===== src/rtl/display_pkg.sv =====
// Shared constants for the multiplexed seven-segment display: segment
// encoding table and the idle (all-off) patterns for SEG and ANODO.
package display_pkg;

   localparam int MAX_DIGITS = 8;

   localparam logic [7:0] SEG_BLANK = 8'hFF;
   localparam logic [7:0] ANODO_OFF = 8'hFF;

   // Active-low a..g per hex value; element 0 is the rightmost entry.
   localparam logic [15:0][6:0] HEX_SEG7 = {
      7'b0111000,  // F
      7'b0110000,  // E
      7'b1000010,  // d
      7'b0110001,  // C
      7'b1100000,  // b
      7'b0001000,  // A
      7'b0000100,  // 9
      7'b0000000,  // 8
      7'b0001111,  // 7
      7'b0100000,  // 6
      7'b0100100,  // 5
      7'b1001100,  // 4
      7'b0000110,  // 3
      7'b0010010,  // 2
      7'b1001111,  // 1
      7'b0000001   // 0
   };

endpackage


===== src/rtl/hex_to_seg7.sv =====
// Combinational hex nibble to active-low segment code; bit0 carries the
// inverted decimal-point request, which survives blanking.
module hex_to_seg7
   import display_pkg::*;
(
   input  logic [3:0] nibble,
   input  logic       dp,
   input  logic       blank,
   output logic [7:0] seg
);

   always_comb begin
      seg = {(blank ? 7'h7F : HEX_SEG7[nibble]), ~dp};
   end

endmodule


===== src/rtl/display_mux_param.sv =====
// Time-multiplexed seven-segment driver with frame-synchronous shadow
// registers, PWM brightness and leading-zero blanking.
module display_mux_param
   import display_pkg::*;
#(
   parameter int N_DIGITS    = 8,
   parameter int REFRESH_DIV = 100000,
   parameter int BRIGHT_W    = 4
) (
   input  logic                    clk_display,
   input  logic                    reset,
   input  logic [4*N_DIGITS-1:0]   numero_entrada,
   input  logic                    power_on,
   input  logic [N_DIGITS-1:0]     dp_in,
   input  logic [N_DIGITS-1:0]     digit_en,
   input  logic                    blank_lz,
   input  logic [BRIGHT_W-1:0]     brightness,
   output logic [7:0]              SEG,
   output logic [N_DIGITS-1:0]     ANODO,
   output logic                    frame_tick
);

   if (N_DIGITS < 1 || N_DIGITS > MAX_DIGITS) begin : g_bad_n_digits
      $error("display_mux_param: N_DIGITS must be in 1..8");
   end
   if (REFRESH_DIV < 2) begin : g_bad_refresh_div
      $error("display_mux_param: REFRESH_DIV must be >= 2");
   end
   if (BRIGHT_W < 1 || BRIGHT_W > 8) begin : g_bad_bright_w
      $error("display_mux_param: BRIGHT_W must be in 1..8");
   end

   localparam int IDX_W   = (N_DIGITS > 1) ? $clog2(N_DIGITS) : 1;
   localparam int PRESC_W = (REFRESH_DIV > 2) ? $clog2(REFRESH_DIV) : 1;

   localparam logic [PRESC_W-1:0]  PRESC_LAST = PRESC_W'(REFRESH_DIV - 1);
   localparam logic [IDX_W-1:0]    IDX_LAST   = IDX_W'(N_DIGITS - 1);
   localparam logic [N_DIGITS-1:0] ANODO_IDLE = ANODO_OFF[N_DIGITS-1:0];

   logic [PRESC_W-1:0]    presc;
   logic [IDX_W-1:0]      idx;
   logic [BRIGHT_W-1:0]   pwm_cnt;

   logic [4*N_DIGITS-1:0] num_sh;
   logic [N_DIGITS-1:0]   dp_sh;
   logic [N_DIGITS-1:0]   en_sh;
   logic                  blank_lz_sh;

   logic                  slot_tick;
   logic                  frame_wrap;
   logic [N_DIGITS:0]     zero_from;
   logic [3:0]            nibble_cur;
   logic                  dp_cur;
   logic                  en_cur;
   logic                  lz_cur;
   logic                  pwm_lit;
   logic [N_DIGITS-1:0]   anodo_sel;
   logic [7:0]            seg_code;

   always_comb begin
      slot_tick  = (presc == PRESC_LAST);
      frame_wrap = slot_tick && (idx == IDX_LAST);
      pwm_lit    = (pwm_cnt <= brightness);
      anodo_sel  = ~(N_DIGITS'(1) << idx);
   end

   // zero_from[i]: shadow nibbles i..N_DIGITS-1 are all zero.
   always_comb begin
      zero_from = '0;
      zero_from[N_DIGITS] = 1'b1;
      for (int i = N_DIGITS - 1; i >= 0; i--) begin
         zero_from[i] = zero_from[i+1] && (num_sh[4*i +: 4] == 4'h0);
      end
   end

   always_comb begin
      nibble_cur = 4'h0;
      dp_cur     = 1'b0;
      en_cur     = 1'b0;
      lz_cur     = 1'b0;
      for (int i = 0; i < N_DIGITS; i++) begin
         if (idx == IDX_W'(i)) begin
            nibble_cur = num_sh[4*i +: 4];
            dp_cur     = dp_sh[i];
            en_cur     = en_sh[i];
            lz_cur     = blank_lz_sh && (i != 0) && zero_from[i];
         end
      end
   end

   hex_to_seg7 u_hex_to_seg7 (
      .nibble (nibble_cur),
      .dp     (dp_cur),
      .blank  (lz_cur),
      .seg    (seg_code)
   );

   // Shadow copies change only at the index wrap so a frame never tears;
   // power_on and brightness are deliberately taken live.
   always_ff @(posedge clk_display) begin
      if (reset) begin
         presc       <= '0;
         idx         <= '0;
         pwm_cnt     <= '0;
         num_sh      <= '0;
         dp_sh       <= '0;
         en_sh       <= '0;
         blank_lz_sh <= 1'b0;
         frame_tick  <= 1'b0;
         SEG         <= SEG_BLANK;
         ANODO       <= ANODO_IDLE;
      end else begin
         presc   <= slot_tick ? '0 : presc + 1'b1;
         pwm_cnt <= pwm_cnt + 1'b1;
         if (slot_tick) begin
            idx <= (idx == IDX_LAST) ? '0 : idx + 1'b1;
         end
         frame_tick <= frame_wrap;
         if (frame_wrap) begin
            num_sh      <= numero_entrada;
            dp_sh       <= dp_in;
            en_sh       <= digit_en;
            blank_lz_sh <= blank_lz;
         end
         SEG   <= power_on ? seg_code : SEG_BLANK;
         ANODO <= (power_on && en_cur && pwm_lit) ? anodo_sel : ANODO_IDLE;
      end
   end

endmodule


===== config.mk =====
export PLATFORM = sky130hd
export DESIGN_NAME = display_mux_param
export DESIGN_NICKNAME = d
export VERILOG_FILES = /design/src/rtl/display_pkg.sv /design/src/rtl/hex_to_seg7.sv /design/src/rtl/display_mux_param.sv
export SDC_FILE = /design/constraint.sdc
export NUM_CORES = 1
export LEC_CHECK = 0
export CAP_MARGIN = 20
export CORE_ASPECT_RATIO = 1.75
export CORE_MARGIN = 2
export CORE_UTILIZATION = 56
export CTS_CLUSTER_SIZE = 16
export DETAILED_ROUTE_END_ITERATION = 8
export PLACE_DENSITY = 0.84
export SLEW_MARGIN = 20
export SYNTH_ARGS = -nofsm -noshare
export SYNTH_HDL_FRONTEND = slang
export SYNTH_SLANG_ARGS = --single-unit

===== constraint.sdc =====
create_clock -name clk_display -period 6.8 [get_ports clk_display]
set_clock_uncertainty 0.2 [all_clocks]
set_input_delay 1.36 -clock clk_display [delete_from_list [all_inputs] [get_ports clk_display]]
set_output_delay 1.36 -clock clk_display [all_outputs]
set_load 0.02 [all_outputs]

After elaboration in Yosys (flattened, before gate mapping)

Memory sizes are Yosys's and may differ from the RTL's. A register that Yosys moved wholly into a read port is not among the register bits.
Index checks and enable logic that the tools add are counted.

Bits in registers: 83
Input bits: 56
Memories kept: 1
Output and inout port bits: 17
Word-level logic and storage cells: 88
Memory bits (read-only): 112

Memory list:

| name            | words | width | read ports | clocked after Yosys merged registers in | write ports | RTL line          | source |
|---|---|---|---|---|---|---|---|
| (no name shown) | 16    | 7     | 1          | 1                                       | 0           | hex_to_seg7.sv:13 | `seg = {(blank ? 7'h7F : HEX_SEG7[nibble]), ~dp};` |

Reduce and logical (&&, ||, !) cells: 28
Shift operators: 1
Equal/unequal tests: 8
Bitwise gates (word level): 4
Magnitude comparators: 1
$add $sub $neg: 3
Multiplexer cells: 32

Operators by type and width:

| cell                                             | number |
|---|---|
| two-way mux 4 bit                                | 8 |
| logical NOT 4 bit                                | 7 |
| two-way mux 1 bit                                | 23 |
| adder 17 x 1 -> 17 bit (second input constant)   | 1 |
| == test 17 bit (second input constant)           | 1 |
| logical AND 1 bit                                | 16 |
| == test 3 bit (second input constant)            | 4 |
| NOT 8 bit                                        | 1 |
| << shifter 1 x 3 -> 8 bit (first input constant) | 1 |
| == test 3 x 2 -> 1 bit (second input constant)   | 2 |
| OR reduction 2 bit                               | 3 |
| adder 4 x 1 -> 4 bit (second input constant)     | 1 |
| less-or-equal comparator 4 bit                   | 1 |
| adder 3 x 1 -> 3 bit (second input constant)     | 1 |
| == test 3 x 1 -> 1 bit (second input constant)   | 1 |
| logical NOT 3 bit                                | 1 |
| two-way mux 3 bit                                | 1 |
| NOT 1 bit                                        | 3 |
| OR reduction 3 bit                               | 1 |

Depth between registers and ports, before layout

Gate-level depths: netlist of the first run.

Word-level depth: 16
Mapped depth: 14
Mapped depth without buffers: 12

By module

A second synthesis of the first run with hierarchy kept.

Cell total of the unflattened synthesis: 434
Area, all modules: 4088.9 um^2

Modules (own cells, without submodules):

| module            | area an instance (um^2) | cells each | sequential area each (um^2) | instances |
|---|---|---|---|---|
| display_mux_param | 3791.1                  | 397        | 1801.7                      | 1 |
| hex_to_seg7       | 297.8                   | 37         | 0.0                         | 1 |

Worst setup path after synthesis of the first run

Ideal clock, no wire load.

Path type: input -> register
Start: input brightness[1]
End: register ANODO[4]
Cell stages on the path: 9
Slack: 3772 ps
Path buffers: 0
Arrival time: 2705 ps
Cell sequence: inv_1 ha_1 nor2b_1 o21ai_0 nand2b_1 a21oi_1 o221ai_1 a21o_1 or2_2

Cells in the longest elaborated chain, start to end: 4

Ends and longest elaborated chain:

| element                        | RTL line                 | source |
|---|---|---|
| from (decl)                    | display_mux_param.sv:17  | `input logic [BRIGHT_W-1:0] brightness,` |
| less-or-equal comparator 4 bit | display_mux_param.sv:63  | `pwm_lit = (pwm_cnt <= brightness);` |
| logical AND 1 bit              | display_mux_param.sv:126 | `ANODO <= (power_on && en_cur && pwm_lit) ? anodo_sel : ANODO_IDLE;` |
| NOT 1 bit (no line)            | --                       |  |
| OR reduction 2 bit (no line)   | --                       |  |
| to (signal assigned)           | display_mux_param.sv:126 |  |
| to (decl)                      | display_mux_param.sv:19  | `output logic [N_DIGITS-1:0] ANODO,` |

Every way passes these cells.
A chain may end at the register's enable or synchronous reset.

Worst setup path after layout of the first run

Start: register idx[2]
End: register SEG[7]

Cells in the longest elaborated chain, start to end: 9
Elaborated cells on any way between the ends: 24
Those cells by class: eq/ne: 7; mux: 15; reduce/logical: 2

Ends and longest elaborated chain:

| element                                                              | RTL line                 | source |
|---|---|---|
| from (decl)                                                          | display_mux_param.sv:41  | `logic [IDX_W-1:0] idx;` |
| from (signal assigned)                                               | display_mux_param.sv:116 | `idx <= (idx == IDX_LAST) ? '0 : idx + 1'b1;` |
| == test 3 x 1 -> 1 bit or logical NOT 3 bit (tied branches)          | display_mux_param.sv:82  | `if (idx == IDX_W'(i)) begin` |
| two-way mux 1 bit or two-way mux 4 bit (tied branches) (7 in series) | display_mux_param.sv:82  |  |
| OR reduction 3 bit (no line) or two-way mux 4 bit (tied branches)    | --                       |  |
| to (decl)                                                            | display_mux_param.sv:18  | `output logic [7:0] SEG,` |

Several ways; a longest one is shown, not always the timed one.

==> metrics, run 1 <==
vias in the first global route=~3400; part of the cycle the worst path needs=a little under three fifths; ys flop type=dfxtp_1; Worst-path clk slew=approximately 0.060 ns; warnings from Yosys=0; WHS=0.265 ns; Max Clk Rate=approximately 0.27 GHz; top cell type's share of synthesized area=~45%; r2r startpoint=idx[2]; Routability Congestion=0.938; Synth Instances=~420; Int Pwr=a little over 0.0008 W; min Tclk post-route=approximately 3.8 ns; r2r setup slk=~3.0 ns; Netlist cell types=53; placed wire-length estimate=around 6900 um; DP Worst Slack=3.09 ns; Fillers=~560; non-filler instance count after layout=approximately 570; ANT cells=0; IO Pins=73; max-slew violation count=0; die area=approximately 7900 um^2; part of the power in registers=between 50% and 60%; DRT iter0 DRCs=roughly 290; Clock Sinks=90; placed cell areas=4660 um^2; worst setup path endpoint=SEG[7]; post-route ant nets=0; Die Span X=just under 70 um; CP max FO=20; P_sw=0.000230 W; slew of the pin with the lowest slew margin=0.877 ns; Syn Nets=492; Final setup viols=0; post-CTS sizing=0; Worst R2R End=SEG[7]; clk_lat worst skew=around 0.35 ns; share of cells above drive strength 1=about 5.4%; cell count after placement=~550; Post-synth EDFFs=0; Wirelength per Cell=around 17 um; Net Sw Frac=22.0%; final worst slack=just over 3 ns; largest net degree at the start of global routing=51; Root Buffer=clkbuf_16; starting density of the core=57.0%; number of cell rows=41; Seq/Total Area, Yosys=44.6%; Clk pwr share=a little over two fifths; Post-Syn Area=just over 4000 um^2; Syn Area/Cell=between 9 and 10 um^2; CTS Buf Count=9; hold_sp=presc[0]; H-Tree Depth=3; largest area contributor in the netlist=dfxtp_1; critical path launch point=idx[2]; nets=roughly 550; Worst Reg-to-Reg Cells=11; Post-CTS Setup Bufs=0; final wirelength=9520 um; Core ar.=7080 um^2; Tightest Hold Check Type=flop to flop; Yosys reg bits=90; DRC errors left=0; leakage power=1.88 nW; via count=3435; ys async rst share=0%; Crit Path Category=flop to flop; first-pass GRT wire length=around 16000 um; CTS tree=yes; power per standard cell area=between 200 and 250 nW/um^2; outcome=complete, no violations; DIE HEIGHT=roughly 120 um; Hold Vio Cnt, Final=0; final instance area=roughly 4900 um^2; Logic pwr share=under 10%; RSZ-0062 raised after global routing=false; Area growth syn-to-layout=22.1%; antenna violations before repair=0; Worst Setup Start Kind=flop; Avg Vias per Cell=between 6 and 7; top post-synthesis cells by area=dfxtp_1 (45%), a22o_1 (11%), ha_1 (5.3%); hold_buf cts=0; CP Capture Type=flop; max cap viols=0; Slew HR=41.5%; total global routing overflow=0; CP arrival=roughly 3.8 ns; maximum vdd drop=around 0.16 mV; clock buffer depth=2; I/O Buffers=72; WP data required=approximately 6.8 ns; Pre-Repair DR Iteration Count=5; total track usage=approximately a quarter; setup_tns=0 ns
==> per-layer routing <==
layer  vias up  track usage [%]  wire, um  part of all wire (%)
li1       1625                -         -                     -
met1      1636             28.7      3490                    37
met2       131             45.2      5090                    53
met3        43             4.72       429                   4.5
met4         0             17.3       512                   5.4
met5         -                0         0                     0
==> worst max-delay path, stage by stage (launching register included) <==
cell and delay (ns):
dfxtp_1 0.69, inv_1 0.27, ha_1 0.40, or2_1 0.31
a221oi_1 0.23, o22ai_1 0.15, a2bb2oi_1 0.39, inv_1 0.17
ha_1 0.26, or3_1 0.37, o21ai_0 0.09, o21ai_1 0.08
==> registers in the layout, indices dropped and copies added, names as in the netlist <==
name,flops
ANODO,8
SEG,8
blank_lz_sh,1
dp_sh,8
en_sh,8
frame_tick,1
idx,3
num_sh,32
presc,17
pwm_cnt,4
==> final cells by class <==
class / count / area [um^2] / area share (%)
clock buffer: 9 / 225 / 4.57
clock inverter: 7 / 46.3 / 0.939
inverter: 25 / 93.8 / 1.90
multi-input combinational: 279 / 1930 / 39.1
sequential: 90 / 1800 / 36.6
tap: 86 / 108 / 2.18
timing repair buffer: 73 / 728 / 14.8
==> cells in the final DEF, fill, tap and decap left out, drive strengths merged, types with 5 or more instances in the layout <==
master,count
clkbuf,9
ha,17
clkdlybuf4s50,72
o21ai,15
xor2,12
inv,25
nor2,33
nand3,12
a22o,49
o221ai,5
nand2,32
nand3b,5
xnor2,6
dfxtp,90
a21oi,24
nor3,5
==> kinds of logic after synthesis <==
group | synth area share [%]
fa+ha+maj | 5.27
xor+xnor | 3.91
mux | 0.744
buf+inv | 7.66
flops | 44.6
compound gates | 22.4
simple gates | 15.3
==> synth_stat cells (all sizes together), types with 3 or more instances <==
master,count
o221ai,5
buf,25
mux2i,3
nand2,32
a2bb2oi,3
nor2,33
or2,4
a22o,49
ha,17
a31oi,3
nand2b,4
a21oi,24
nand3,12
or3,4
dfxtp,90
a221oi,4
xor2,12
nor2b,4
a211oi,3
nor3,5
xnor2,6
inv,25
and3,3
nand3b,5
nor4,4
nand4,4
o21ai,15
==> worst min-delay path by stage <==
stage	end	cells after the start	slack (ns)
after floorplan	presc[0]	1	0.23
after global placement	pwm_cnt[0]	1	0.24
after detailed placement	presc[0]	1	0.26
after CTS	presc[0]	1	0.27
after global routing	en_sh[4]	1	0.30
final	presc[0]	1	0.27
==> through the flow <==
stage,utilization (%),power [W]
floorplan,-,0.000570
global placement,65.8,0.000608
detailed placement,65.8,0.000609
CTS,69.6,0.00105
global route,69.6,0.00108
finish,69.6,0.00105
==> power groups by stage <==
| stage | sequential [W] | clock [W] | combinational, W |
|---|---|---|---|
| floorplan | 0.000549 | 0 | 0.0000205 |
| global placement | 0.000547 | 0 | 0.0000606 |
| detailed placement | 0.000547 | 0 | 0.0000622 |
| CTS | 0.000535 | 0.000453 | 0.0000626 |
| global route | 0.000536 | 0.000477 | 0.0000674 |
| finish | 0.000535 | 0.000448 | 0.0000618 |
Power figures use the tool's default switching activity.
==> inputs of run 2 (changes only) <==
--- a/config.mk
+++ b/config.mk
@@ -8,10 +8,10 @@
 export CAP_MARGIN = 20
 export CORE_ASPECT_RATIO = 1.75
 export CORE_MARGIN = 2
-export CORE_UTILIZATION = 56
+export CORE_UTILIZATION = 47
 export CTS_CLUSTER_SIZE = 16
 export DETAILED_ROUTE_END_ITERATION = 8
-export PLACE_DENSITY = 0.84
+export PLACE_DENSITY = 0.76
 export SLEW_MARGIN = 20
 export SYNTH_ARGS = -nofsm -noshare
 export SYNTH_HDL_FRONTEND = slang
==> constraint.sdc (replaced) <==
create_clock -name clk_display -period 3.1 [get_ports clk_display]
set_clock_uncertainty 0.2 [all_clocks]
set_input_delay 0.62 -clock clk_display [delete_from_list [all_inputs] [get_ports clk_display]]
set_output_delay 0.62 -clock clk_display [all_outputs]
set_load 0.02 [all_outputs]
==> metrics, run 2 (synthesis gave the netlist of run 1 again) <==
vias in the first global route=3366; CP Capture Type=flop; total global routing overflow=0; max cap viols=0; starting density of the core=about half; clk_lat worst skew=~0.34 ns; clock buffer depth=2; placed wire-length estimate=7040 um; H-Tree Depth=3; Top reg by flops=num_sh; die area=9370 um^2; DRC errors left=0; Final setup viols=0; CP max FO=8; Core ar.=about 8300 um^2; max-slew violation count=0; Hold Vio Cnt, Final=0; Clock Sinks=90; largest net degree at the start of global routing=28; Slew HR=between 60% and 70%; post-route ant nets=0; Routability Congestion=~0.94; hold_buf cts=0; number of flip-flops under the largest register name=32; IO Pins=73; Max Clk Rate=between 0.3 and 0.4 GHz; Tightest Hold Check Type=flop to flop; first-pass GRT wire length=~16000 um; P_sw=0.000486 W; Wirelength per Cell=around 16 um; CTS tree=yes; Top cell by count, worst path=a21oi_1; Logic pwr share=around 5.3%; power per standard cell area=a little over 500 nW/um^2; setup_tns=0 ns; DIE HEIGHT=around 130 um; slew of the pin with the lowest slew margin=between 0.5 and 0.6 ns; antenna violations before repair=0; outcome=complete, no violations; nets=between 500 and 600; Avg Vias per Cell=between 5 and 6; part of the cycle the worst path needs=between 90 and 100%; RSZ-0062 raised after global routing=false; DRT iter0 DRCs=between 200 and 250; CTS Buf Count=9; final wirelength=about 9600 um; Clk pwr share=approximately half; Worst-path clk slew=0.06 ns; leakage power=around 2.0 nW; flip-flop and latch area=about 1800 um^2; min Tclk post-route=between 2 and 3 ns; Die Span X=74.1 um; WP data required=just over 3 ns; Pre-Repair DR Iteration Count=4; maximum vdd drop=around 0.28 mV; number of cell rows=44; CP arrival=just under 3 ns; Area growth syn-to-layout=29.0%; most frequent cells in the layout=dfxtp_1 (90), clkdlybuf4s50_1 (72), a22o_1 (49); I/O Buffers=72; Root Buffer=clkbuf_16; post-CTS sizing=0; Post-CTS Setup Bufs=0; ANT cells=0; Fillers=709; Worst path max stage delay=~0.4 ns; crit-path cells=inv_1, ha_2, buf_4, a21oi_1, o21ai_0, a221o_1, a21oi_1, a21oi_1, buf_4, ha_1, a211oi_1, o21ai_0; multi-input logic area=just under 2000 um^2; biggest regs=num_sh: 32 flops, presc: 17 flops; Worst Setup Start Kind=flop; part of the power in registers=44.7%; total track usage=~22%; share of cells above drive strength 1=8.65%; final core utilization=between 60% and 70%; CP max stage cell=dfxtp_1; via count=about 3300; Net Sw Frac=about 18%; Int Pwr=0.00214 W; Crit Path Category=flop to flop; most common cell after layout, fill and taps aside=dfxtp_1
-- run 2: cell types whose count changed in the layout (fill, tap and decap cells not counted), sizes merged --
cell / change
bufinv: +4
clkinv: -3
buf: +14
clkinvlp: -3
clkbuf: +2
-- run 2: path summary, 6_finish.rpt --
check        startpoint    endpoint  slack, ns  depth (start not counted)
max              idx[1]      SEG[4]       0.14                         12
min          pwm_cnt[0]  pwm_cnt[0]       0.26                          1
max reg2reg      idx[1]      SEG[4]       0.14                         12
min reg2reg  pwm_cnt[0]  pwm_cnt[0]       0.26                          1
-- run 2: final cells by class --
cell class / count / share of cell area [%]
Clock buffer: 11 / 4.66
Clock inverter: 5 / 2.40
Inverter: 25 / 1.80
Multi-Input combinational cell: 279 / 37.3
Sequential cell: 90 / 34.6
Tap cell: 115 / 2.76
Timing Repair Buffer: 87 / 16.5
-- run 2: metal layers --
metal,vias up,share of wire [%],GRT usage (%)
met1,1578,38,23.0
met2,87,55,39.8
met4,0,2.7,8.98
met3,20,3.9,4.92
li1,1650,-,-
met5,-,0,0
-- run 2: through the flow --
stage	cells	hold WS, ns	power (W)	area (um^2)	setup slack [ns]
after floorplan	419	0.230	0.00125	4040	0.279
after global placement	596	0.243	0.00134	4820	0.165
after detailed placement	596	0.250	0.00134	4820	0.126
after CTS	612	0.265	0.00265	5190	0.143
after global routing	612	0.283	0.00271	5210	0.00390
final	612	0.260	0.00263	5210	0.143
-- run 2: worst max-delay path, delay by kind of cell (launching register included) --
family                   cells  cell delay [ns]
AO/OA/AOI/OAI                7             1.32
adder cells (fa/ha/maj)      2             0.47
flip-flops                   1             0.40
buffers and inverters        3             0.42
-- run 2: power groups by stage --
| stage | Combinational, W | Sequential [W] | Clock [W] |
|---|---|---|---|
| floorplan | 0.0000450 | 0.00120 | 0 |
| global placement | 0.000137 | 0.00120 | 0 |
| detailed placement | 0.000138 | 0.00120 | 0 |
| CTS | 0.000140 | 0.00117 | 0.00133 |
| global route | 0.000151 | 0.00118 | 0.00138 |
| finish | 0.000139 | 0.00117 | 0.00132 |
